[src/rtl/sar_pkg.sv]
// Shared constants and types for the SAR result buffer.
`timescale 1ns/1ps
package sar_pkg;

  localparam int unsigned SarDataW = 8;

  typedef enum logic {
    Idle,
    Hold
  } avg_phase_e;

endpackage

[src/rtl/sar_fifo.sv]
// Show-ahead FIFO with occupancy count; pointers wrap modulo DEPTH.
`timescale 1ns/1ps
module sar_fifo #(
  parameter int unsigned DATA_W = 8,
  parameter int unsigned DEPTH  = 4
) (
  input  logic                       clk,
  input  logic                       rst_n,
  input  logic                       push,
  input  logic                       pop,
  input  logic [DATA_W-1:0]          wdata,
  output logic                       rd_valid,
  output logic [DATA_W-1:0]          rd_data,
  output logic [$clog2(DEPTH):0]     level,
  output logic                       full
);

  localparam int unsigned PtrW   = $clog2(DEPTH);
  localparam int unsigned LevelW = PtrW + 1;

  logic [DATA_W-1:0] mem_q [DEPTH];
  logic [PtrW-1:0]   wr_ptr_q, rd_ptr_q;
  logic [LevelW-1:0] level_q;
  logic              wr_en, rd_en;

  // A push into a full FIFO is legal when the head leaves on the same edge.
  assign wr_en = push & (~full | rd_en);
  assign rd_en = pop & rd_valid;

  always_ff @(posedge clk) begin
    if (wr_en) mem_q[wr_ptr_q] <= wdata;
  end

  always_ff @(posedge clk or negedge rst_n) begin
    if (!rst_n) begin
      wr_ptr_q <= '0;
      rd_ptr_q <= '0;
      level_q  <= '0;
    end else begin
      if (wr_en) wr_ptr_q <= wr_ptr_q + PtrW'(1);
      if (rd_en) rd_ptr_q <= rd_ptr_q + PtrW'(1);
      unique case ({wr_en, rd_en})
        2'b10:   level_q <= level_q + LevelW'(1);
        2'b01:   level_q <= level_q - LevelW'(1);
        default: level_q <= level_q;
      endcase
    end
  end

  assign rd_valid = (level_q != '0);
  assign full     = (level_q == LevelW'(DEPTH));
  assign level    = level_q;
  assign rd_data  = rd_valid ? mem_q[rd_ptr_q] : '0;

endmodule

[src/rtl/sar_result_buffer.sv]
// SAR conversion result buffer: capture on eoc, sticky overflow, FIFO to consumer.
// Define SAR_BUF_AVG_EN to average result pairs before they are queued.
`timescale 1ns/1ps
module sar_result_buffer
  import sar_pkg::*;
#(
  parameter int unsigned DATA_W = SarDataW,
  parameter int unsigned DEPTH  = 4
) (
  input  logic                   clk,
  input  logic                   rst_n,
  input  logic                   eoc,
  input  logic [DATA_W-1:0]      sar,
  input  logic                   rd_ready,
  input  logic                   clr_ovf,
  output logic                   rd_valid,
  output logic [DATA_W-1:0]      rd_data,
  output logic [$clog2(DEPTH):0] level,
  output logic                   full,
  output logic                   ovf
);

  logic              push, pop, drop;
  logic [DATA_W-1:0] push_data;
  logic              ovf_q, ovf_d;

  assign pop = rd_valid & rd_ready;

`ifdef SAR_BUF_AVG_EN
  avg_phase_e        phase_q, phase_d;
  logic [DATA_W-1:0] a_q, a_d;
  logic [DATA_W:0]   sum;

  always_comb begin
    phase_d   = phase_q;
    a_d       = a_q;
    push      = 1'b0;
    sum       = {1'b0, a_q} + {1'b0, sar} + (DATA_W+1)'(1);
    push_data = DATA_W'(sum >> 1);
    if (eoc) begin
      unique case (phase_q)
        Idle: begin
          a_d     = sar;
          phase_d = Hold;
        end
        Hold: begin
          // Phase returns to Idle whether or not the average is accepted.
          push    = 1'b1;
          phase_d = Idle;
        end
        default: phase_d = Idle;
      endcase
    end
  end

  always_ff @(posedge clk or negedge rst_n) begin
    if (!rst_n) begin
      phase_q <= Idle;
      a_q     <= '0;
    end else begin
      phase_q <= phase_d;
      a_q     <= a_d;
    end
  end
`else
  assign push      = eoc;
  assign push_data = sar;
`endif

  assign drop = push & full & ~pop;

  // Set wins over clear when both happen on the same edge.
  always_comb begin
    ovf_d = ovf_q;
    if (clr_ovf) ovf_d = 1'b0;
    if (drop)    ovf_d = 1'b1;
  end

  always_ff @(posedge clk or negedge rst_n) begin
    if (!rst_n) ovf_q <= 1'b0;
    else        ovf_q <= ovf_d;
  end

  assign ovf = ovf_q;

  sar_fifo #(
    .DATA_W (DATA_W),
    .DEPTH  (DEPTH)
  ) u_fifo (
    .clk      (clk),
    .rst_n    (rst_n),
    .push     (push),
    .pop      (pop),
    .wdata    (push_data),
    .rd_valid (rd_valid),
    .rd_data  (rd_data),
    .level    (level),
    .full     (full)
  );

endmodule

[config.mk]
export PLATFORM = sky130hd
export DESIGN_NAME = sar_result_buffer
export DESIGN_NICKNAME = d
export VERILOG_FILES = /design/src/rtl/sar_pkg.sv /design/src/rtl/sar_fifo.sv /design/src/rtl/sar_result_buffer.sv
export SDC_FILE = /design/constraint.sdc
export NUM_CORES = 1
export LEC_CHECK = 0
export ABC_CLOCK_PERIOD_IN_PS = 2280
export CORE_ASPECT_RATIO = 0.5
export CORE_MARGIN = 2
export CORE_UTILIZATION = 55
export DETAILED_ROUTE_END_ITERATION = 7
export DONT_BUFFER_PORTS = 1
export HOLD_SLACK_MARGIN = 0.03
export PLACE_DENSITY = 0.7
export SETUP_SLACK_MARGIN = 0.15
export SKIP_LAST_GASP = 1
export SLEW_MARGIN = 40
export SYNTH_ARGS = -nofsm -noshare
export SYNTH_HDL_FRONTEND = slang
export SYNTH_HIERARCHICAL = 1
export SYNTH_SLANG_ARGS = --single-unit
[constraint.sdc]
create_clock -name clk -period 2.28 [get_ports clk]
set_input_delay 0.228 -clock clk [delete_from_list [all_inputs] [get_ports clk]]
set_output_delay 0.228 -clock clk [all_outputs]
set_load 0.02 [all_outputs]
==> run_results.csv, run 1 <==
group,metric,value,unit
status,status,"completed",
synth,synth_area_leaders,"edfxtp_1, dfrtp_1, mux4_2",
power,leakage,0.000766,uW
global_routing,grt_overflow,0,
power,p_total,2940,uW
hold_path,hold_class,"input port to flip-flop",
floorplanning,ios,27,
timing,rsz0062_at_grt,"true",
clock_tree,cts_buffer_depth,2,
global_routing,grt_pass1_vias,1035,
synth,yosys.area.top_type_share,0.543,
worst_setup_path,crit_start,"u_fifo/level[2]",
timing,period_needed,2130,ps
worst_setup_path,rrSetupSlack,150,ps
detailed_routing,drc,0,
detailed_routing,drtAntennaViolNets,0,
global_routing,antenna_found_initial,0,
placed_design,place_area,0.00185,mm^2
hold_path,min_from,"clr_ovf",
power,p_switching,994,uW
timing,holdWs,40.1,ps
job,max_cap_violations,0,
synth,syn_area,0.00177,mm^2
clock_tree,clk_pin_slew,70,ps
finish,stdcell_area,0.00209,mm^2
timing,setup_viol,0,
power,clockPowerShare,0.222,
timing,max_freq,469,MHz
finish,area_growth_syn_to_layout,18.3,%
finish,nNetsFinal,142,
hold_path,holdPathStages,1,
power,power_density,1400,mW/mm^2
clock_tree,cts.htree.levels,2,
worst_setup_path,arrival,2330,ps
worst_setup_path,worst-path-max-fanout,2,
floorplanning,die_w,84.2,um
placed_design,pre_cts_ws,145,ps
clock_tree,cts_tree,"done",
detailed_routing,wl,2970,um
timing,fin_crit_sh,0.935,
timing,maxSlewHeadroom,0.595,
timing,worst_slack,148,ps
global_routing,grt_usage,0.178,
worst_setup_path,crit_end,"u_fifo/level[1]",
global_routing,grt_max_degree,13,
placed_design,post-dp-hpwl,2030,um
synth,ys_seq_area_frac,0.656,
detailed_routing,wire_per_inst,18.1,um
placed_design,io_buffers,0,
detailed_routing,viasPerCell,5.65,
power,p_seq_frac,0.389,
floorplanning,fp.coreArea,0.00303,mm^2
clock_tree,clock-root-buffer,"clkbuf_8",
worst_setup_path,regToRegStartpoint,"u_fifo/level[2]",
clock_tree,cts.sinks,40,
floorplanning,rows,14,
floorplanning,die-area,0.00371,mm^2
clock_tree,cts_made_buffers,5,
power,p_comb_frac,0.389,
finish,final_common_cell,"edfxtp_1",
clock_tree,worstSkewPairLatency,280,ps
finish,layout_common_cells,"edfxtp_1, dlygate4sd3_1, mux4_2, and2_1",
synth,syn_nets,125,
power,internal-power,1940,uW
worst_setup_path,ff2ff_path_depth,8,
timing,drv_slew,0,
worst_setup_path,critical_path_required,2480,ps
timing,worst_pin_slew,608,ps
worst_setup_path,worstSetupEndpointType,"flip-flop",
detailed_routing,routed-via-count,926,
synth,synth_largest_area_cell,"edfxtp_1",
detailed_routing,drt-initial-drc-count,50,
power,power.share.switching,0.338,
finish,drive_gt1_frac,0.315,
worst_setup_path,start_kind,"flip-flop",
synth,syn_area_per_cell,16.5,um^2
synth,yosys_warnings,6,
worst_setup_path,path_class,"flip-flop to flip-flop",
power,vdd_ir_drop_max,0.712,mV
synth,yosysUniqueCellTypes,32,
placed_design,gp_congestion,0.775,
timing,finClkSkew,3.25,ps
floorplanning,initial_core_util,0.584,
synth,ys_seq_elements,40,
timing,hold_viol,0,
global_routing,grt_pass1_wl,4710,um
synth,synth_cells,107,
floorplanning,fp.dieH,44.1,um
detailed_routing,drt-pass1-iter-count,4,
worst_setup_path,timing.rr.end,"u_fifo/level[1]",
finish,n_antenna_cell,0,
==> critical path, stage by stage, from the launching register on <==
cell and delay [ps]:
dfrtp_2 410, or3_4 390, buf_4 150, nand2_4 60
or2_4 120, fa_2 440, o21ba_4 220, o211ai_1 80
a22oi_1 170
==> registers in the layout (all words and copies together) (netlist names) <==
signal	count
u_fifo/rd_ptr_q	2
u_fifo/mem_q	32
ovf	1
u_fifo/level	3
u_fifo/wr_ptr_q	2
==> power by group through the flow <==
stage / clock (uW) / sequential (uW) / combinational [uW]
6_report: 652 / 1140 / 1140
5_1_grt: 695 / 1160 / 1240
2_1_floorplan: 0 / 1110 / 930
3_5_place_dp: 0 / 1160 / 1090
4_1_cts: 666 / 1140 / 1130
3_3_place_gp: 0 / 1140 / 1040
==> cell families after synthesis <==
family                     after synthesis  synth area share
adders and majority gates                5            0.0396
muxes                                    9             0.110
buffers and inverters                   11            0.0262
and+or+nand+nor                         28            0.0962
xor gates and xnor gates                 5            0.0248
AOI/OAI and AO/OA                        9            0.0467
DFF                                     40             0.656
==> stage by stage <==
stage	utilization	setup TNS [ps]	cells
floorplan	-	-219	107
global placement	0.611	0	147
detailed placement	0.611	0	147
CTS	0.687	0	164
global route	0.691	0	164
finish	0.691	0	164
==> Yosys cell counts (all sizes together) <==
cell type and n:
nor2 3, o21ai 1, dfrtp 8, o211ai 1, xnor2 3, o32ai 1, nand3 3, or4 1
clkbuf 1, nand2 3, mux4 8, fa 1, mux2 1, or3 1, edfxtp 32, o21bai 1
or3b 1, o21a 1, and3 1, o221ai 1, ha 4, nand2b 1, inv 6, o21ba 1
o22ai 1, xor2 2, a22oi 1, buf 4, and2 13, or2 1
==> cell type report <==
cell class	count	area (um^2)
Fill cell	209	937
Timing Repair Buffer	15	135
Clock inverter	2	60.1
Tap cell	40	50.0
Clock buffer	5	68.8
Multi-Input combinational cell	56	592
Sequential cell	40	1160
Inverter	6	22.5
==> what timing repair did <==
item / in CTS / in global routing
gates resized for setup: 1 / 3
hold endpoints to repair: 40 / 0
hold buffers: 9 / 0
buffers inserted: 1 / 0
pin swaps: 4 / 3
setup endpoints to repair: 1 / 10
==> metal layers <==
layer	track usage	wire, um	vias to the layer above
li1	-	-	429
met1	0.204	1220	447
met2	0.313	1440	46
met3	0.0709	270	4
met4	0.0710	33	0
met5	0	0	-
==> how the worst min path moves through the flow <==
stage                to  slack, ps
finish              ovf         40
global route        ovf         30
CTS                 ovf         30
detailed placement  ovf        -70
global placement    ovf        -70
floorplan           ovf        -70
Note: power is estimated with default switching activity, not from simulation.
==> run 2: changes to the inputs <==
- SETUP_SLACK_MARGIN: 0.15 -> 0.05
==> run_results.csv, run 2 (same netlist as run 1, synthesis figures left out) <==
group,metric,value,unit
timing,drv_slew,0,
detailed_routing,drtAntennaViolNets,0,
worst_setup_path,arrival,2380,ps
detailed_routing,wl,2950,um
worst_setup_path,start_kind,"flip-flop",
worst_setup_path,worst-path-max-fanout,2,
timing,maxSlewHeadroom,0.593,
floorplanning,initial_core_util,0.584,
finish,final_common_cell,"edfxtp_1",
timing,fin_crit_sh,0.958,
clock_tree,cts.sinks,40,
floorplanning,rows,14,
detailed_routing,met3_length,244,um
status,status,"completed",
job,max_cap_violations,0,
detailed_routing,met2WireLength,1420,um
clock_tree,worstSkewPairLatency,280,ps
finish,area_growth_syn_to_layout,18.2,%
clock_tree,clk_pin_slew,70,ps
timing,rsz0062_at_grt,"true",
hold_path,hold_class,"input port to flip-flop",
detailed_routing,routed-via-count,928,
clock_tree,cts_made_buffers,5,
placed_design,pre_cts_ws,145,ps
finish,nNetsFinal,143,
detailed_routing,highest_layer,"met4",
global_routing,antenna_found_initial,0,
finish,top_register,"u_fifo/mem_q",
floorplanning,die-area,0.00371,mm^2
power,vdd_ir_drop_max,0.710,mV
finish,layout_common_cells,"edfxtp_1, dlygate4sd3_1, mux4_2, and2_1, buf_4",
global_routing,grt_usage,0.177,
detailed_routing,met1_length,1280,um
timing,worst_slack,96.5,ps
floorplanning,die_w,84.2,um
worst_setup_path,worstSetupEndpointType,"flip-flop",
detailed_routing,drc,0,
placed_design,post-dp-hpwl,2030,um
detailed_routing,wire_per_inst,17.9,um
finish,post-route-util,0.690,
timing,setup_viol,0,
global_routing,grt_pass1_wl,4680,um
clock_tree,cts_buffer_depth,2,
clock_tree,clock-root-buffer,"clkbuf_8",
floorplanning,fp.dieH,44.1,um
detailed_routing,drt-pass1-iter-count,4,
finish,drive_gt1_frac,0.304,
power,leakage,0.000765,uW
floorplanning,ios,27,
worst_setup_path,path_class,"flip-flop to flip-flop",
finish,largest_register_ff_count,32,
timing,period_needed,2180,ps
detailed_routing,viasPerCell,5.62,
finish,n_antenna_cell,0,
placed_design,dp.cells,147,
clock_tree,cts.htree.levels,2,
detailed_routing,drt-initial-drc-count,40,
timing,holdWs,39.4,ps
floorplanning,fp.coreArea,0.00303,mm^2
worst_setup_path,critical_path_required,2470,ps
placed_design,gp_congestion,0.775,
clock_tree,cts_tree,"done",
power,power_density,1410,mW/mm^2
timing,max_freq,458,MHz
global_routing,grt_overflow,0,
finish,final-instance-count-excl-fill,165,
timing,hold_viol,0,
timing,finClkSkew,4.55,ps
placed_design,io_buffers,0,
global_routing,grt_pass1_vias,1032,
global_routing,grt_max_degree,13,
timing,worst_pin_slew,610,ps
## run 2: layer usage
layer,up-vias,global-route usage
met5,-,0
met1,456,0.204
met2,39,0.303
li1,431,-
met4,0,0.0774
met3,2,0.0709
## run 2: power by group
group | internal [uW] | switching (uW) | total [uW] | leakage (uW)
registers | 991 | 149 | 1140 | 0.000387
clock network | 430 | 222 | 653 | 0.0000642
logic | 526 | 621 | 1150 | 0.000315
total | 1950 | 992 | 2940 | 0.000765
## run 2: path summary, 6_finish.rpt
path | startpoint | end | slack (ps) | cells after the start
setup reg to reg | u_fifo/level[0] | u_fifo/level[1] | 100 | 8
setup / recovery | u_fifo/level[0] | u_fifo/level[1] | 100 | 8
hold reg to reg | u_fifo/wr_ptr_q[1] | u_fifo/wr_ptr_q[1] | 590 | 1
hold / removal | clr_ovf | ovf | 40 | 1
max in group asynchronous | rst_n | u_fifo/level[0] | 1670 | 1
min in group asynchronous | rst_n | ovf | 300 | 1
## run 2: worst max-delay path: stages (launching register included)
cell and delay (ps):
dfrtp_2 410, or3_4 390, and2_4 180, nand2_4 60, or2_4 110, fa_1 440, o21ba_4 230, o211ai_1 80
a22oi_1 200
## run 2: timing repair
item | in CTS | in global routing
hold buffers | 9 | 0
hold endpoints to repair | 40 | 0
endpoints found under the setup margin | 0 | 1
resized for setup | 0 | 1
buffers inserted | 0 | 2
## run 2: metrics by stage
stage / TNS (ps) / power (uW) / cell area [um^2]
3_3_place_gp: 0 / 2180 / 1850
5_1_grt: 0 / 3100 / 2090
3_5_place_dp: 0 / 2250 / 1850
4_1_cts: 0 / 2920 / 2070
2_1_floorplan: -219 / 2040 / 1800
6_report: 0 / 2940 / 2090
## run 2: cell type report
type,count,area [um^2]
flip-flops and latches,40,1160
fillers,211,940
multi-input cells,56,582
repair buffers,16,143
clock buffers,5,68.8
clock inverters,2,60.1
well taps,40,50.0
inverters,6,22.5
==> run 3: changes to the inputs <==
- PLACE_DENSITY: 0.7 -> 0.73
==> run_results.csv, run 3 (same netlist as run 1, synthesis figures left out) <==
group,metric,value,unit
timing,worst_pin_slew,592,ps
power,leakage,0.000749,uW
global_routing,grt_overflow,0,
detailed_routing,drtAntennaViolNets,0,
timing,drv_slew,0,
global_routing,grt_pass1_wl,5010,um
power,vdd_ir_drop_max,0.707,mV
finish,final_common_cell,"edfxtp_1",
global_routing,grt_usage,0.190,
detailed_routing,routed-via-count,955,
worst_setup_path,critical_path_required,2470,ps
clock_tree,clock-root-buffer,"clkbuf_8",
placed_design,post-dp-hpwl,2100,um
finish,layout_common_cells,"edfxtp_1, dlygate4sd3_1, mux4_2, and2_1, buf_4",
floorplanning,ios,27,
worst_setup_path,start_kind,"flip-flop",
floorplanning,initial_core_util,0.584,
detailed_routing,drt-pass1-iter-count,4,
worst_setup_path,ff2ff_path_depth,8,
power,power_density,1330,mW/mm^2
job,max_cap_violations,0,
timing,max_freq,462,MHz
timing,finClkSkew,4.08,ps
floorplanning,fp.coreArea,0.00303,mm^2
timing,maxSlewHeadroom,0.605,
clock_tree,cts.sinks,40,
placed_design,gp_congestion,0.762,
timing,fin_crit_sh,0.949,
worst_setup_path,worst-path-max-fanout,3,
detailed_routing,wire_per_inst,18.4,um
finish,area_growth_syn_to_layout,15.8,%
clock_tree,cts_buffer_depth,2,
detailed_routing,viasPerCell,5.72,
timing,worst_slack,115,ps
finish,post-route-util,0.676,
worst_setup_path,path_class,"flip-flop to flip-flop",
clock_tree,cts.htree.levels,2,
finish,drive_gt1_frac,0.299,
detailed_routing,drt-initial-drc-count,29,
hold_path,hold_class,"input port to flip-flop",
floorplanning,fp.dieH,44.1,um
global_routing,grt_pass1_vias,1024,
timing,hold_viol,0,
status,status,"completed",
finish,top_register,"u_fifo/mem_q",
hold_path,holdPathStages,2,
clock_tree,clk_pin_slew,70,ps
timing,setup_viol,0,
global_routing,grt_max_degree,13,
clock_tree,cts_tree,"done",
finish,largest_register_ff_count,32,
worst_setup_path,worstSetupEndpointType,"flip-flop",
timing,holdWs,92.5,ps
detailed_routing,wl,3070,um
worst_setup_path,arrival,2360,ps
finish,n_antenna_cell,0,
clock_tree,cts_made_buffers,5,
finish,nNetsFinal,144,
placed_design,pre_cts_ws,120,ps
timing,period_needed,2160,ps
timing,rsz0062_at_grt,"true",
global_routing,antenna_found_initial,0,
detailed_routing,drc,0,
floorplanning,rows,14,
floorplanning,die_w,84.2,um
placed_design,io_buffers,0,
clock_tree,cts_resized,0,
clock_tree,worstSkewPairLatency,290,ps
floorplanning,die-area,0.00371,mm^2
-- run 3: cell count changes in the layout (fill, tap and decap cells not counted), sizes merged --
cell / change
bufinv: -2
clkinv: +3
dlygate4sd3: +1
-- run 3: what timing repair did --
action,in CTS,in global routing
endpoints found under the hold margin,41,0
setup buffers,0,2
hold buffers,10,0
endpoints found under the setup margin,0,1
-- run 3: metal layers --
metal	GRT usage	vias to the layer above	part of all wire	routed length, um
li1	-	431	-	-
met3	0.0672	8	0.062	191
met5	0	-	0	0
met2	0.338	31	0.50	1540
met4	0.0710	0	0.017	52
met1	0.220	485	0.42	1280
-- run 3: per-stage QoR --
stage | setup TNS [ps] | cell area (um^2) | power [uW] | std cells
final | 0 | 2050 | 2730 | 167
after detailed placement | 0 | 1850 | 2260 | 147
after global routing | 0 | 2050 | 2910 | 167
after global placement | 0 | 1850 | 2180 | 147
after CTS | 0 | 2030 | 2710 | 165
after floorplan | -219 | 1800 | 2040 | 107
-- run 3: layout make-up --
| type | instances | area [um^2] |
|---|---|---|
| tap | 40 | 50.0 |
| multi-input combinational | 56 | 577 |
| sequential | 40 | 1160 |
| fill | 216 | 981 |
| clock inverter | 3 | 13.8 |
| timing repair buffer | 17 | 153 |
| clock buffer | 5 | 68.8 |
| inverter | 6 | 22.5 |
-- run 3: worst paths after layout --
check | from | to | slack (ps)
min reg2reg | u_fifo/wr_ptr_q[1] | u_fifo/wr_ptr_q[1] | 590
min in group asynchronous | rst_n | u_fifo/wr_ptr_q[1] | 290
max reg2reg | u_fifo/level[1] | u_fifo/level[1] | 120
max in group asynchronous | rst_n | u_fifo/level[1] | 1700
min | eoc | ovf | 90
max | u_fifo/level[1] | u_fifo/level[1] | 120
-- run 3: worst max-delay path: stages (launching register included) --
cell and delay, ps:
dfrtp_2 400, or3_4 400, and2_4 150, nand2_2 70
or2_4 110, fa_1 410, o21ba_4 230, o211ai_1 80
a22oi_1 220
-- run 3: report_power, final --
group          switching [uW]  total [uW]  leakage, uW  internal (uW)
combinational             620        1150     0.000317            534
sequential                147        1140     0.000387            991
clock                     227         434    0.0000453            207
total                     994        2730     0.000749           1730
